### src/rtl/memory_arbiter.sv
// ============================================================================
// Module      : memory_arbiter
// Description : Single-port RAM arbiter between an instruction and a data
//               requester, with bounded starvation of the instruction side.
// Revision    : 1.0 - initial release
// ============================================================================
`default_nettype none

module memory_arbiter #(
  parameter int STARVE_MAX = 4
) (
  input  logic        CLK,
  input  logic        RST,
  input  logic        iREN,
  input  logic [31:0] iaddr,
  input  logic        dREN,
  input  logic        dWEN,
  input  logic [31:0] daddr,
  input  logic [31:0] dstore,
  output logic        iwait,
  output logic [31:0] iload,
  output logic        dwait,
  output logic [31:0] dload,
  output logic        ramREN,
  output logic        ramWEN,
  output logic [31:0] ramaddr,
  output logic [31:0] ramstore,
  input  logic [31:0] ramload,
  input  logic [1:0]  ramstate,
  output logic        merr
);

  localparam int          c_CW     = (STARVE_MAX > 0) ? $clog2(STARVE_MAX + 1) : 1;
  localparam logic [c_CW-1:0] c_MAX = c_CW'(STARVE_MAX);
  localparam logic [1:0]  c_ACCESS = 2'd2;
  localparam logic [1:0]  c_ERROR  = 2'd3;

  typedef enum logic [1:0] {
    IDLE  = 2'd0,
    GNT_I = 2'd1,
    GNT_D = 2'd2
  } state_t;

  state_t            r_state, w_state_nxt;
  logic              r_ren, r_wen, w_ren_nxt, w_wen_nxt;
  logic [31:0]       r_addr, r_store, w_addr_nxt, w_store_nxt;
  logic [c_CW-1:0]   r_starve_cnt, w_starve_cnt_nxt;
  logic              w_dreq, w_ram_done, w_i_done, w_d_done;

  assign w_dreq     = dREN | dWEN;
  assign w_ram_done = (ramstate == c_ACCESS) || (ramstate == c_ERROR);

  always_ff @(posedge CLK) begin
    if (RST) begin
      r_state      <= IDLE;
      r_ren        <= 1'b0;
      r_wen        <= 1'b0;
      r_addr       <= '0;
      r_store      <= '0;
      r_starve_cnt <= '0;
    end else begin
      r_state      <= w_state_nxt;
      r_ren        <= w_ren_nxt;
      r_wen        <= w_wen_nxt;
      r_addr       <= w_addr_nxt;
      r_store      <= w_store_nxt;
      r_starve_cnt <= w_starve_cnt_nxt;
    end
  end

  always_comb begin
    w_state_nxt = r_state;
    w_ren_nxt   = r_ren;
    w_wen_nxt   = r_wen;
    w_addr_nxt  = r_addr;
    w_store_nxt = r_store;
    w_i_done    = 1'b0;
    w_d_done    = 1'b0;
    merr        = 1'b0;
    iload       = '0;
    dload       = '0;

    // Under reset the grant states are treated as IDLE so nothing completes.
    if (!RST) begin
      case (r_state)
        IDLE: begin
          if (iREN && (!w_dreq || r_starve_cnt == c_MAX)) begin
            w_state_nxt = GNT_I;
            w_ren_nxt   = 1'b1;
            w_wen_nxt   = 1'b0;
            w_addr_nxt  = iaddr;
          end else if (w_dreq) begin
            w_state_nxt = GNT_D;
            w_ren_nxt   = ~dWEN;
            w_wen_nxt   = dWEN;
            w_addr_nxt  = daddr;
            w_store_nxt = dstore;
          end
        end
        GNT_I: begin
          if (!iREN) begin
            w_state_nxt = IDLE;
            w_ren_nxt   = 1'b0;
            w_wen_nxt   = 1'b0;
          end else if (w_ram_done) begin
            w_i_done    = 1'b1;
            iload       = ramload;
            merr        = (ramstate == c_ERROR);
            w_state_nxt = IDLE;
            w_ren_nxt   = 1'b0;
            w_wen_nxt   = 1'b0;
          end
        end
        GNT_D: begin
          if (!w_dreq) begin
            w_state_nxt = IDLE;
            w_ren_nxt   = 1'b0;
            w_wen_nxt   = 1'b0;
          end else if (w_ram_done) begin
            w_d_done    = 1'b1;
            dload       = ramload;
            merr        = (ramstate == c_ERROR);
            w_state_nxt = IDLE;
            w_ren_nxt   = 1'b0;
            w_wen_nxt   = 1'b0;
          end
        end
        default: begin
          w_state_nxt = IDLE;
          w_ren_nxt   = 1'b0;
          w_wen_nxt   = 1'b0;
        end
      endcase
    end

    w_starve_cnt_nxt = r_starve_cnt;
    if (!iREN || w_i_done)
      w_starve_cnt_nxt = '0;
    else if (w_d_done && r_starve_cnt != c_MAX)
      w_starve_cnt_nxt = r_starve_cnt + c_CW'(1);
  end

  assign iwait    = iREN & ~w_i_done;
  assign dwait    = w_dreq & ~w_d_done;
  assign ramREN   = r_ren;
  assign ramWEN   = r_wen;
  assign ramaddr  = r_addr;
  assign ramstore = r_store;

endmodule

`default_nettype wire

### config.mk
export PLATFORM = sky130hd
export DESIGN_NAME = memory_arbiter
export DESIGN_NICKNAME = d
export VERILOG_FILES = /design/src/rtl/memory_arbiter.sv
export SDC_FILE = /design/constraint.sdc
export NUM_CORES = 1
export LEC_CHECK = 0
export CAP_MARGIN = 10
export CORE_MARGIN = 2
export CORE_UTILIZATION = 35
export DETAILED_ROUTE_END_ITERATION = 8
export GPL_TIMING_DRIVEN = 0
export PLACE_DENSITY = 0.87
export SYNTH_ARGS = -nofsm -noshare
export SYNTH_HDL_FRONTEND = slang
export SYNTH_SLANG_ARGS = --single-unit
### constraint.sdc
create_clock -name CLK -period 2 [get_ports CLK]
set_clock_uncertainty 0.05 [all_clocks]
set_input_delay 0.4 -clock CLK [delete_from_list [all_inputs] [get_ports CLK]]
set_output_delay 0.4 -clock CLK [all_outputs]
set_load 0.03 [all_outputs]
# Word-level counts from Yosys, hierarchy flattened
# Cells that the tools add are included.
# W data, S select, Z words.
word_totals:
  register_bits: 71
  latch_bits: 0
  ramBits: 0
  mem_bits_ro: 0
  inputBits: 135
  wordCells: 72
  mem_count: 0
op_classes:
  n_addsub: 1
  mul: 0
  div: 0
  order_cmp: 0
  n_eq_ne: 7
  shifts: 0
  muxes: 39
  bitwise_logic: 7
  n_reduce_logical: 12
ops:
  columns: ["cell", "count"]
  rows:
  - ["$mux W32", 9]
  - ["$mux W1", 21]
  - ["$mux W2", 5]
  - ["$eq A2 B2 Y1 const B", 3]
  - ["$ne A3 B3 Y1 const B", 2]
  - ["$pmux W1 S3", 2]
  - ["$pmux W2 S3", 1]
  - ["$not A1 Y1", 4]
  - ["$add A3 B1 Y3 const B", 1]
  - ["$eq A3 B3 Y1 const B", 1]
  - ["$logic_or A1 B1 Y1", 3]
  - ["$reduce_and A3 Y1", 1]
  - ["$and A1 B1 Y1", 2]
  - ["$eq A2 B1 Y1 const B", 1]
  - ["$logic_and A1 B1 Y1", 2]
  - ["$logic_not A1 Y1", 2]
  - ["$logic_not A2 Y1", 1]
  - ["$pmux W1 S2", 1]
  - ["$reduce_and A2 Y1", 1]
  - ["$reduce_bool A2 Y1", 1]
  - ["$reduce_or A2 Y1", 1]
  - ["$or A1 B1 Y1", 1]

# Logic depth before layout (Yosys ltp)
depth:
  word_depth: 8
  mapped_depth: 7

# Least setup slack after synthesis
# OpenSTA, ideal clock, no wires.
synth_timing:
  kind: "input to output"
  start: "in RST"
  end: "out dload[10]"
  t_arrival_ns: 1.426
  t_required_ns: 1.550
  slack_ns: 0.124
  path_stages: 5
  n_path_buf: 3
  path_cell_list: "buf_4 > nor2b_1 > clkbuf_1 > clkbuf_1 > and3_1"
synth_via:
  elab_chain_cells: 1
synth_lines:
  columns: ["element", "line_no", "source"]
  rows:
  - ["start: declaration", "13", "input logic RST,"]
  - ["$mux W32", "84", "if (!RST) begin"]
  - ["end: declaration", "23", "output logic [31:0] dload,"]
# No other way between the ends.

# Worst setup path in the final report
layout_timing:
  start: "reg r_state[1]"
  end: "out iload[2]"
layout_via:
  elab_chain_cells: 3
layout_lines:
  columns: ["element", "line_no", "source"]
  rows:
  - ["start: declaration", "44", "state_t r_state, w_state_nxt;"]
  - ["start signal: assignment", "62", "r_state <= w_state_nxt;"]
  - ["$eq A2 B1 Y1", "85", "case (r_state)"]
  - ["$mux W32", "85", null]
  - ["$mux W32", "84", null]
  - ["end: declaration", "21", "output logic [31:0] iload,"]
# No other way between the ends.

==> implementation parameters <==
Parameter                              Value

Routing
  # DRC    0
  Avg WL per Cell    18.44 um
  Final Routed Wirelength    16670 um
  DRC violation total after the first TritonRoute iteration    approximately 280
  Number of optimization iterations in the first detailed-route pass    5
  Vias per inst    5.425
  Number of nets with antenna violations after detailed routing    0
  Count of vias placed by the detailed router    4904

Timing
  Shortest period the worst path allows    roughly 2.1 ns
  Count of endpoints failing setup in the final report    61
  Final worst path period share    106.9%
  Smallest setup slack after layout    -0.1383 ns
  Slew at the pin with the worst max-slew slack    0.5358 ns
  RSZ-0062 raised after global routing    yes
  Fin. Hold Viols    0
  Worst rel slew slack    ~64%
  Number of pins with negative max-slew slack in the final report    0
  Maximum clock rate    roughly 470 MHz

Power
  Switching part of the total power    a little under a third
  Total power divided by cell area    629.4 mW/mm2
  Internal power    between 3000 and 4000 uW
  Leakage power figure    0.002897 uW
  P_sw    1487 uW
  Power share of the clock group    roughly 30%
  Overall Power    about 4700 uW
  Max IR drop VDD    0.3074 mV
  Combinational share of power    35.2%
  Sequential fraction of design power    35.2%

Worst setup path
  Category of the critical setup timing path    reg -> out
  Largest fanout of any net on the critical path    6
  Critical path buffers and inverters    3
  Startpoint class of the critical path    flip-flop
  Number of cells on the critical path    6
  Critical path cell sequence    inv_4 -> ha_4 -> and4b_4 -> clkbuf_8 -> and2_4 -> buf_6
  Number of cells on the worst reg-to-reg path    6
  Top delay family on crit path    simple AND/OR/NAND/NOR gates
  Register-to-register setup slack    0.14 ns
  CP arrival    1.69 ns
  Start point of the critical path    r_state[1]
  Kind of end point of the critical path    output port
  Biggest cell delay along the critical path    0.37 ns
  CP Data Required Time    1.55 ns
  End of the critical path    iload[2]
  Crit Reg-Reg Endpoint    ramstore[6]
  Slowest cell on crit path    sky130_fd_sc_hd__dfxtp_4
  FF-to-FF Start    r_starve_cnt[0]

Cells and area
  Proportion of layout cells with a drive suffix above 1    27.12%
  Area taken by flip-flops and latches    about 0.0014 mm2
  Filler cell count    750
  Area delta synth->final    98.36%
  Utilization of the core after routing    71.74%
  Post-layout net count    903
  Area occupied by multi-input gates    0.002327 mm2

Yosys
  Synthesis-stage register bit count    71
  Total nets after synthesis    about 610
  Number of distinct library cell variants in the gate-level netlist after synthesis    37
  Seq/Total Area, Yosys    38.07%
  Average instance area after synthesis    7.927 um2
  Cells after Synth    about 470
  Post-synthesis instance area    0.003734 mm2
  Synth warnings    0

Clock tree
  Root buffer cell    sky130_fd_sc_hd__clkbuf_8
  Clock H-tree levels    3
  TritonCTS buffer count    9
  Clock tree from TritonCTS    done
  Clk buf depth    2
  Clock network latency to the later pin of the worst-skew pair    between 0.3 and 0.4 ns
  Clock transition time at the flip-flop clock pins of the worst setup and hold paths    around 0.070 ns
  Clock net sink count    71

Floorplanning
  Placement row count    37
  Chip Width    107.3 um
  Die Area    around 0.012 mm2
  Overall die height    107.3 um
  Area of the core region    ~0.010 mm2
  # IOs    268
  Initial core utilization    36.17%

Global route
  Vias in the first global route    4949
  First-pass GRT wire length    25130 um
  Aggregate global routing overflow    0
  Total routing resource utilization after global routing    27.58%
  Pin count of the biggest net entering global routing    13
  Number of antenna violations at the first check in global routing    1

Min path
  Worst min-delay path class    reg -> reg
  Instance count along the most critical hold path    2

Outcome
  Failing checks    setup timing
  Run status    finished, violations left

Placement
  Global placer's final weighted congestion    0.8414
  Pre-CTS WS    -1.208 ns
  PortBufs    265
  Placed wire-length estimate    11940 um

Job
  Max capacitance violation total    0
==> state kept, by name, summed over array words and instances (netlist names) <==
name          flops
ramWEN            1
ramstore         32
ramREN            1
r_state           2
r_starve_cnt      3
ramaddr          32
==> kinds of logic after synthesis <==
logic type	Yosys count	synth area share (%)
flops	71	38.07
fa+ha+maj	6	2.011
compound gates	148	25.50
buf+inv	59	7.674
simple gates	187	26.74
==> worst min path at each step <==
stage | end | slack (ns) | startpoint
global placement | ramstore[25] | 0.41 | ramstore[25]
global route | ramWEN | 0.43 | RST
finish | ramstore[0] | 0.43 | ramstore[0]
CTS | ramWEN | 0.39 | RST
floorplan | r_starve_cnt[0] | 0.41 | r_starve_cnt[0]
detailed placement | ramstore[30] | 0.42 | ramstore[30]
==> cell usage in the layout, fill, tap and decap left out, drive strengths merged, types with 2 or more instances in the layout <==
| cell type | n |
|---|---|
| dlygate4sd2 | 2 |
| inv | 6 |
| a31oi | 2 |
| nand4 | 3 |
| and4b | 2 |
| nand2 | 3 |
| o21a | 4 |
| o21ai | 67 |
| a21oi | 34 |
| clkdlybuf4s50 | 195 |
| dfxtp | 71 |
| bufinv | 3 |
| and3 | 33 |
| a311oi | 33 |
| and2 | 34 |
| nor2b | 2 |
| nor2 | 39 |
| buf | 106 |
| o31ai | 2 |
| clkbuf | 38 |
| nand2b | 2 |
| o32ai | 3 |
| nand3 | 65 |
| ha | 6 |
==> synth_stat cells, drive strengths merged <==
library cell  count  area [um2]
nor4b             1       8.760
nand2b            2       12.51
and3             33       206.5
inv               6       22.52
nand3            65       325.3
a311oi           33       307.8
a31oi             2       12.51
nor2b             2       12.51
dfxtp            71        1421
nand2             3       11.26
clkbuf           31       121.4
and4              1       8.760
and4b             1       10.01
ha                6       75.07
o2bb2ai           1       27.53
or3               1       6.260
nor4bb            1       10.01
o21a              3       22.52
a21oi            34       170.2
a211oi            1       7.510
and2             34       212.7
o31a              1       8.760
nand4             3       18.77
nor2             39       146.4
a2bb2oi           1       15.01
o31ai             2       15.01
or3b              1       8.760
o32ai             3       26.28
o21ai            67       339.1
buf              22       142.6
==> layout make-up <==
class	count	area share, %
flip-flops and latches	71	19.29
plain buffers	53	4.798
clock buffers	11	1.774
clock inverters	5	1.436
diodes	1	0.03379
repair buffers	278	38.57
multi-input cells	343	31.42
well taps	136	2.298
inverters	6	0.3717
==> stage by stage <==
step                      cell area [um2]  hold WS (ns)  setup TNS (ns)  instances
after floorplan                      3734        0.4103               0        471
after global placement               6556        0.4109          -73.06        872
after detailed placement             6556        0.4189          -76.68        872
after CTS                            7273        0.3915          -4.729        902
after global routing                 7406        0.4290          -8.032        904
final                                7406        0.4280          -4.964        904
==> power groups by stage <==
stage               clock [uW]  combinational, uW  sequential [uW]
global route              1450               1730             1650
detailed placement           0               1490             1670
finish                    1380               1640             1640
CTS                       1400               1590             1640
floorplan                    0                492             1940
global placement             0               1460             1660
==> worst reg2reg max path: cells and delay by family, from the launching register on <==
kind	cells	cell delay, ns
buffers and inverters	2	0.47
AOI/OAI and AO/OA	1	0.16
DFF	1	0.36
adders and majority gates	1	0.32
and+or+nand+nor	2	0.43
==> routing by layer <==
metal | wire [um] | GRT usage (%) | part of all wire, %
met1 | 6266 | 31.03 | 38
met2 | 8614 | 49.50 | 52
met3 | 1380 | 6.840 | 8.3
met4 | 409 | 11.22 | 2.5
met5 | 0 | 0 | 0
==> timing repair <==
action | 4_1_cts | 5_1_grt
pin swaps | 25 | 1
hold buffers | 0 | 0
resized for setup | 559 | 43
setup buffers | 6 | 1
endpoints found under the setup margin | 67 | 80
cloned | 8 | 0
Note: power is estimated with default switching activity, not from simulation.
